### config.mk
export PLATFORM = sky130hd
export DESIGN_NAME = tetris_piece_ctrl
export DESIGN_NICKNAME = d
export VERILOG_FILES = /design/src/rtl/tetris_piece_ctrl.sv
export SDC_FILE = /design/constraint.sdc
export NUM_CORES = 1
export LEC_CHECK = 0
export ABC_AREA = 1
export BUFFER_PORTS_ARGS = -buffer_cell sky130_fd_sc_hd__buf_4
export CORE_ASPECT_RATIO = 0.5
export CORE_MARGIN = 2
export CORE_UTILIZATION = 49
export CTS_CLUSTER_DIAMETER = 150
export DETAILED_ROUTE_END_ITERATION = 6
export GPL_ROUTABILITY_DRIVEN = 0
export HOLD_SLACK_MARGIN = 0.06
export PLACE_DENSITY = 0.88
export SLEW_MARGIN = 20
export SYNTH_ARGS = -nofsm -noshare
export SYNTH_HDL_FRONTEND = slang
export SYNTH_SLANG_ARGS = --single-unit
### constraint.sdc
create_clock -name clk -period 1.89 [get_ports clk]
set_clock_uncertainty 0.1 [all_clocks]
set_input_delay 0.189 -clock clk [delete_from_list [all_inputs] [get_ports clk]]
set_output_delay 0.189 -clock clk [all_outputs]
set_load 0.01 [all_outputs]
### src/rtl/tetris_piece_ctrl.sv
// Active falling-piece sequencer: spawn, MCU commands, gravity, collision
// handshake with an external checker, and lock hand-off to the board writer.
module tetris_piece_ctrl #(
  parameter int SPAWN_X = 4,
  parameter int SPAWN_Y = 0,
  parameter int LINES_W = 16
) (
  input  logic               clk,
  input  logic               reset,
  input  logic               start,
  input  logic               gravity_tick,
  input  logic               cmd_valid,
  input  logic [1:0]         cmd,
  output logic               cmd_ready,
  input  logic [2:0]         next_type,
  output logic               next_take,
  output logic               chk_req,
  output logic [13:0]        chk_piece,
  input  logic               chk_done,
  input  logic               chk_ok,
  output logic               lock_req,
  input  logic               lock_ack,
  input  logic [2:0]         lock_lines,
  output logic [13:0]        active_piece,
  output logic               piece_valid,
  output logic               game_over,
  output logic [LINES_W-1:0] lines_total
);

  typedef struct packed {
    logic [2:0] ptype;
    logic [1:0] rot;
    logic [3:0] x;
    logic [4:0] y;
  } active_piece_t;

  typedef enum logic [1:0] {ROTATE = 2'd0, SOFT_DROP = 2'd1, LEFT = 2'd2, RIGHT = 2'd3} cmd_t;

  typedef enum logic [2:0] {
    IDLE, SPAWN, SPAWN_CHK, READY, MOVE_CHK, LOCK, GAME_OVER
  } state_t;

  state_t               state_q, state_d;
  active_piece_t        piece_q, piece_d;
  active_piece_t        cand_q, cand_d;
  logic                 drop_q, drop_d;     // in-flight move locks on rejection
  logic                 pend_q, pend_d;
  logic                 valid_q, valid_d;
  logic [LINES_W-1:0]   lines_q, lines_d;
  logic [LINES_W:0]     lines_sum;
  logic [LINES_W-1:0]   lines_sat;

  assign lines_sum = {1'b0, lines_q} + {{(LINES_W-2){1'b0}}, lock_lines};
  assign lines_sat = lines_sum[LINES_W] ? '1 : lines_sum[LINES_W-1:0];

  always_ff @(posedge clk or posedge reset) begin
    if (reset) begin
      state_q <= IDLE;
      piece_q <= '0;
      cand_q  <= '0;
      drop_q  <= 1'b0;
      pend_q  <= 1'b0;
      valid_q <= 1'b0;
      lines_q <= '0;
    end else begin
      state_q <= state_d;
      piece_q <= piece_d;
      cand_q  <= cand_d;
      drop_q  <= drop_d;
      pend_q  <= pend_d;
      valid_q <= valid_d;
      lines_q <= lines_d;
    end
  end

  always_comb begin
    state_d   = state_q;
    piece_d   = piece_q;
    cand_d    = cand_q;
    drop_d    = drop_q;
    pend_d    = pend_q;
    valid_d   = valid_q;
    lines_d   = lines_q;
    cmd_ready = 1'b0;
    next_take = 1'b0;
    chk_req   = 1'b0;
    lock_req  = 1'b0;
    game_over = 1'b0;

    case (state_q)
      IDLE: begin
        if (start) begin
          lines_d = '0;
          state_d = SPAWN;
        end
      end
      SPAWN: begin
        next_take = 1'b1;
        cand_d    = '{ptype: next_type, rot: 2'd0, x: 4'(SPAWN_X), y: 5'(SPAWN_Y)};
        state_d   = SPAWN_CHK;
      end
      SPAWN_CHK: begin
        chk_req = 1'b1;
        if (chk_done) begin
          if (chk_ok) begin
            piece_d = cand_q;
            valid_d = 1'b1;
            state_d = READY;
          end else begin
            valid_d = 1'b0;
            state_d = GAME_OVER;
          end
        end
      end
      READY: begin
        // Gravity preempts commands; a pending command simply waits.
        if (pend_q || gravity_tick) begin
          cand_d   = piece_q;
          cand_d.y = piece_q.y + 5'd1;
          drop_d   = 1'b1;
          pend_d   = 1'b0;
          state_d  = MOVE_CHK;
        end else begin
          cmd_ready = 1'b1;
          if (cmd_valid) begin
            cand_d = piece_q;
            drop_d = 1'b0;
            case (cmd_t'(cmd))
              LEFT:      cand_d.x   = piece_q.x - 4'd1;
              RIGHT:     cand_d.x   = piece_q.x + 4'd1;
              ROTATE:    cand_d.rot = piece_q.rot + 2'd1;
              SOFT_DROP: begin
                cand_d.y = piece_q.y + 5'd1;
                drop_d   = 1'b1;
              end
            endcase
            state_d = MOVE_CHK;
          end
        end
      end
      MOVE_CHK: begin
        chk_req = 1'b1;
        if (chk_done) begin
          if (chk_ok) begin
            piece_d = cand_q;
            state_d = READY;
          end else begin
            state_d = drop_q ? LOCK : READY;
          end
        end
      end
      LOCK: begin
        lock_req = 1'b1;
        if (lock_ack) begin
          lines_d = lines_sat;
          valid_d = 1'b0;
          state_d = SPAWN;
        end
      end
      GAME_OVER: begin
        game_over = 1'b1;
        if (start) begin
          lines_d = '0;
          state_d = SPAWN;
        end
      end
      default: state_d = IDLE;
    endcase

    if (gravity_tick && !(state_q inside {READY, IDLE, GAME_OVER}))
      pend_d = 1'b1;
    // A fresh piece never inherits descent requested for the previous one.
    if (state_d == SPAWN && state_q != SPAWN)
      pend_d = 1'b0;
  end

  assign chk_piece    = cand_q;
  assign active_piece = piece_q;
  assign piece_valid  = valid_q;
  assign lines_total  = lines_q;

endmodule

==> results.cfg <==
[floorplan]
core_area_um2 = 5539
start_util_pct = 51.23
fp.dieW_um = 111.6
ios = 66
rows = 19
fp.dieH_um = 57.81
fp.dieArea_um2 = 6453

[critical_path]
endpoint_kind = flip-flop
cp.required_ns = 1.97
worst-setup-path-type = flip-flop to flip-flop
worstSetupStartpointType = flip-flop
cp.arrival_ns = 1.96
critPathMaxFanout = 5

[placement]
port_buffers = 65
post-dp-hpwl_mm = 5.084
preCtsSetupSlack_ns = -0.02737

[routing]
postRouteAntennaNets = 0
dr.pass1.iters = 4
wl_per_cell_um = 13.75
viasPerCell = 5.297
drt_wl_total_mm = 7.356
vias = 2834
drt-initial-drc-count = 143
drc = 0

[clock_network]
cts_root_buf = clkbuf_16
clkSinkCount = 50
clk_path_buf_depth = 2
htree_levels = 2
insertion_delay_ns = 0.29
cts_tree = yes
path_clk_slew_ns = 0.07
cts_buffers = 5

[timing]
fin_ws_ns = 0.009420
finalCriticalPeriod_ns = 1.881
drv_slew = 0
maxSlewHeadroom_pct = 56.84
setup_viol = 0
post-route-period-util_pct = 99.50
tightest_slew_ns = 0.6425
rsz0062_at_grt = true
hold_slack_ns = 0.06753
max_freq_mhz = 531.8
hold_violations = 0

[logic_synthesis]
ys_seq_elements = 50
synth_common_cells = 113 x nand2_1, 50 x dfrtp_1, 48 x inv_1, 29 x nand3_1, 27 x o21ai_0
synthCells = 376
netlist.area_leader.share_pct = 44.09
synth-async-reset-ratio_pct = 100.0
synth-edff-count = 0
yosys_warnings = 0
syn_avg_cell_area_um2 = 7.547
seq_area_frac_synth_pct = 44.09
yosysMostFrequentCell = nand2_1
synthesis.nets = 400
synth_top_flop_cell = dfrtp_1
synthTopCellsByArea = dfrtp_1 44%, nand2_1 15%, inv_1 6.3%
syn_area_um2 = 2838
synth_area_leader_cell = dfrtp_1
ys_types = 33

[power_and_ir_drop]
powerDensity_nw_per_um2 = 1144
p_leak_nw = 1.961
power_mw = 4.337
p_clk_share_pct = 21.1
p_sw_share_pct = 39.52
intPower_mw = 2.623
p_comb_share_pct = 41.7
ir_drop_v = 0.0006544
switching_power_mw = 1.714
p_seq_share_pct = 37.3

[grt]
grt_pass1_wl_mm = 12.07
track_usage_pct = 22.82
grt_max_degree = 29
grt_pass1_vias = 2651
antenna_found_initial = 0
overflow = 0

[job]
cap_viol_max_count = 0

[status]
status = completed

[final_layout]
seq_area_um2 = 1251
final.fill_count = 443
antennaDiodeCount = 0
nNetsFinal = 485
multi_input_area_um2 = 1436
layout-drive-gt1-share_pct = 27.71
area_delta_synth_final_pct = 33.60

[worst_hold_path]
min_path_type = input pin to flip-flop
cell usage in the layout (no fill, tap or decap), drive strengths merged:
master       count
a21oi            9
nand3b           2
dfrtp           50
buf             84
nand3           32
nand4            7
nor2            25
dlygate4sd3      1
clkbuf           5
a31oi            3
o21ai           41
xnor2            2
o22ai            4
inv             57
o21bai           2
clkinv           1
nand2          116
fa               2
nor3             6
a31o             1
o2111ai          1
or2              1
ha               6
xor2             3
o211ai           1
worst max-delay path, cell delays in order, from the launching register on:
cell and delay [ns]:
dfrtp_1 0.41, ha_4 0.18, fa_2 0.35, nand2_2 0.11
nand2_4 0.08, nand2_4 0.08, nor2_4 0.04, nand3_4 0.13
buf_6 0.13, nand3_2 0.06, nand2_1 0.05, nand2_1 0.06
cells by family (layout without fill, tap and decap cells):
group	after synthesis	count (layout)	share of synthesized area, %
simple gates	189	189	29.28
compound gates	62	62	11.90
buf+inv	62	148	9.126
flops	50	50	44.09
fa+ha+maj	8	8	4.056
xor+xnor	5	5	1.543
metrics by stage:
step                      cells  utilization (%)   TNS, ns  cell area, um2
after floorplan             376                -         0            2846
after global placement      521            62.80         0            3478
after detailed placement    521            62.80  -0.03381            3478
after CTS                   530            65.85         0            3647
after global routing        535            68.44   -0.7175            3791
final                       535            68.44         0            3791
area by class of cell:
type / count / share of cell area, %
Clock buffer: 5 / 3.300
Clock inverter: 3 / 0.6931
Inverter: 55 / 5.512
Multi-Input combinational cell: 264 / 37.89
Sequential cell: 50 / 33.00
Tap cell: 73 / 2.409
Timing Repair Buffer: 85 / 17.19
power by group through the flow:
stage / combinational [mW] / clock (mW) / sequential (mW)
finish: 1.81 / 0.913 / 1.62
global route: 2.01 / 0.986 / 1.65
global placement: 1.66 / 0 / 1.61
detailed placement: 1.71 / 0 / 1.62
CTS: 1.73 / 0.939 / 1.61
floorplan: 0.989 / 0 / 1.65
state kept, by name (all words and copies together), names as in the netlist:
| register | cells |
|---|---|
| lines_total | 16 |
| active_piece | 14 |
| chk_piece | 14 |
| state_q | 3 |
| drop_q | 1 |
| pend_q | 1 |
| piece_valid | 1 |
timing repair:
| action | CTS | global route |
|---|---|---|
| hold buffers | 1 | 0 |
| setup endpoints to repair | 11 | 16 |
| setup buffers | 0 | 5 |
| pin swaps | 1 | 5 |
| hold endpoints to repair | 24 | 0 |
| gates resized for setup | 3 | 27 |
per-layer routing:
layer	vias up	track usage (%)	share of wire, %
met5	-	0	0
met4	0	5.644	1.0
met3	12	4.498	5.4
met2	100	40.43	50
met1	1337	29.59	44
li1	1385	-	-
final timing paths:
check	cells past startpoint	slack, ns	startpoint	endpoint
min	3	0.07	next_type[1]	chk_piece[12]$_DFFE_PP0P_
min in group asynchronous	3	0.41	reset	lines_total[15]$_DFFE_PP0P_
max reg2reg	11	0.009	lines_total[0]$_DFFE_PP0P_	lines_total[11]$_DFFE_PP0P_
min reg2reg	2	0.41	drop_q$_DFFE_PP0P_	drop_q$_DFFE_PP0P_
max	11	0.009	lines_total[0]$_DFFE_PP0P_	lines_total[11]$_DFFE_PP0P_
max in group asynchronous	4	0.65	reset	active_piece[5]$_DFFE_PP0P_
Power figures use the tool's default switching activity.
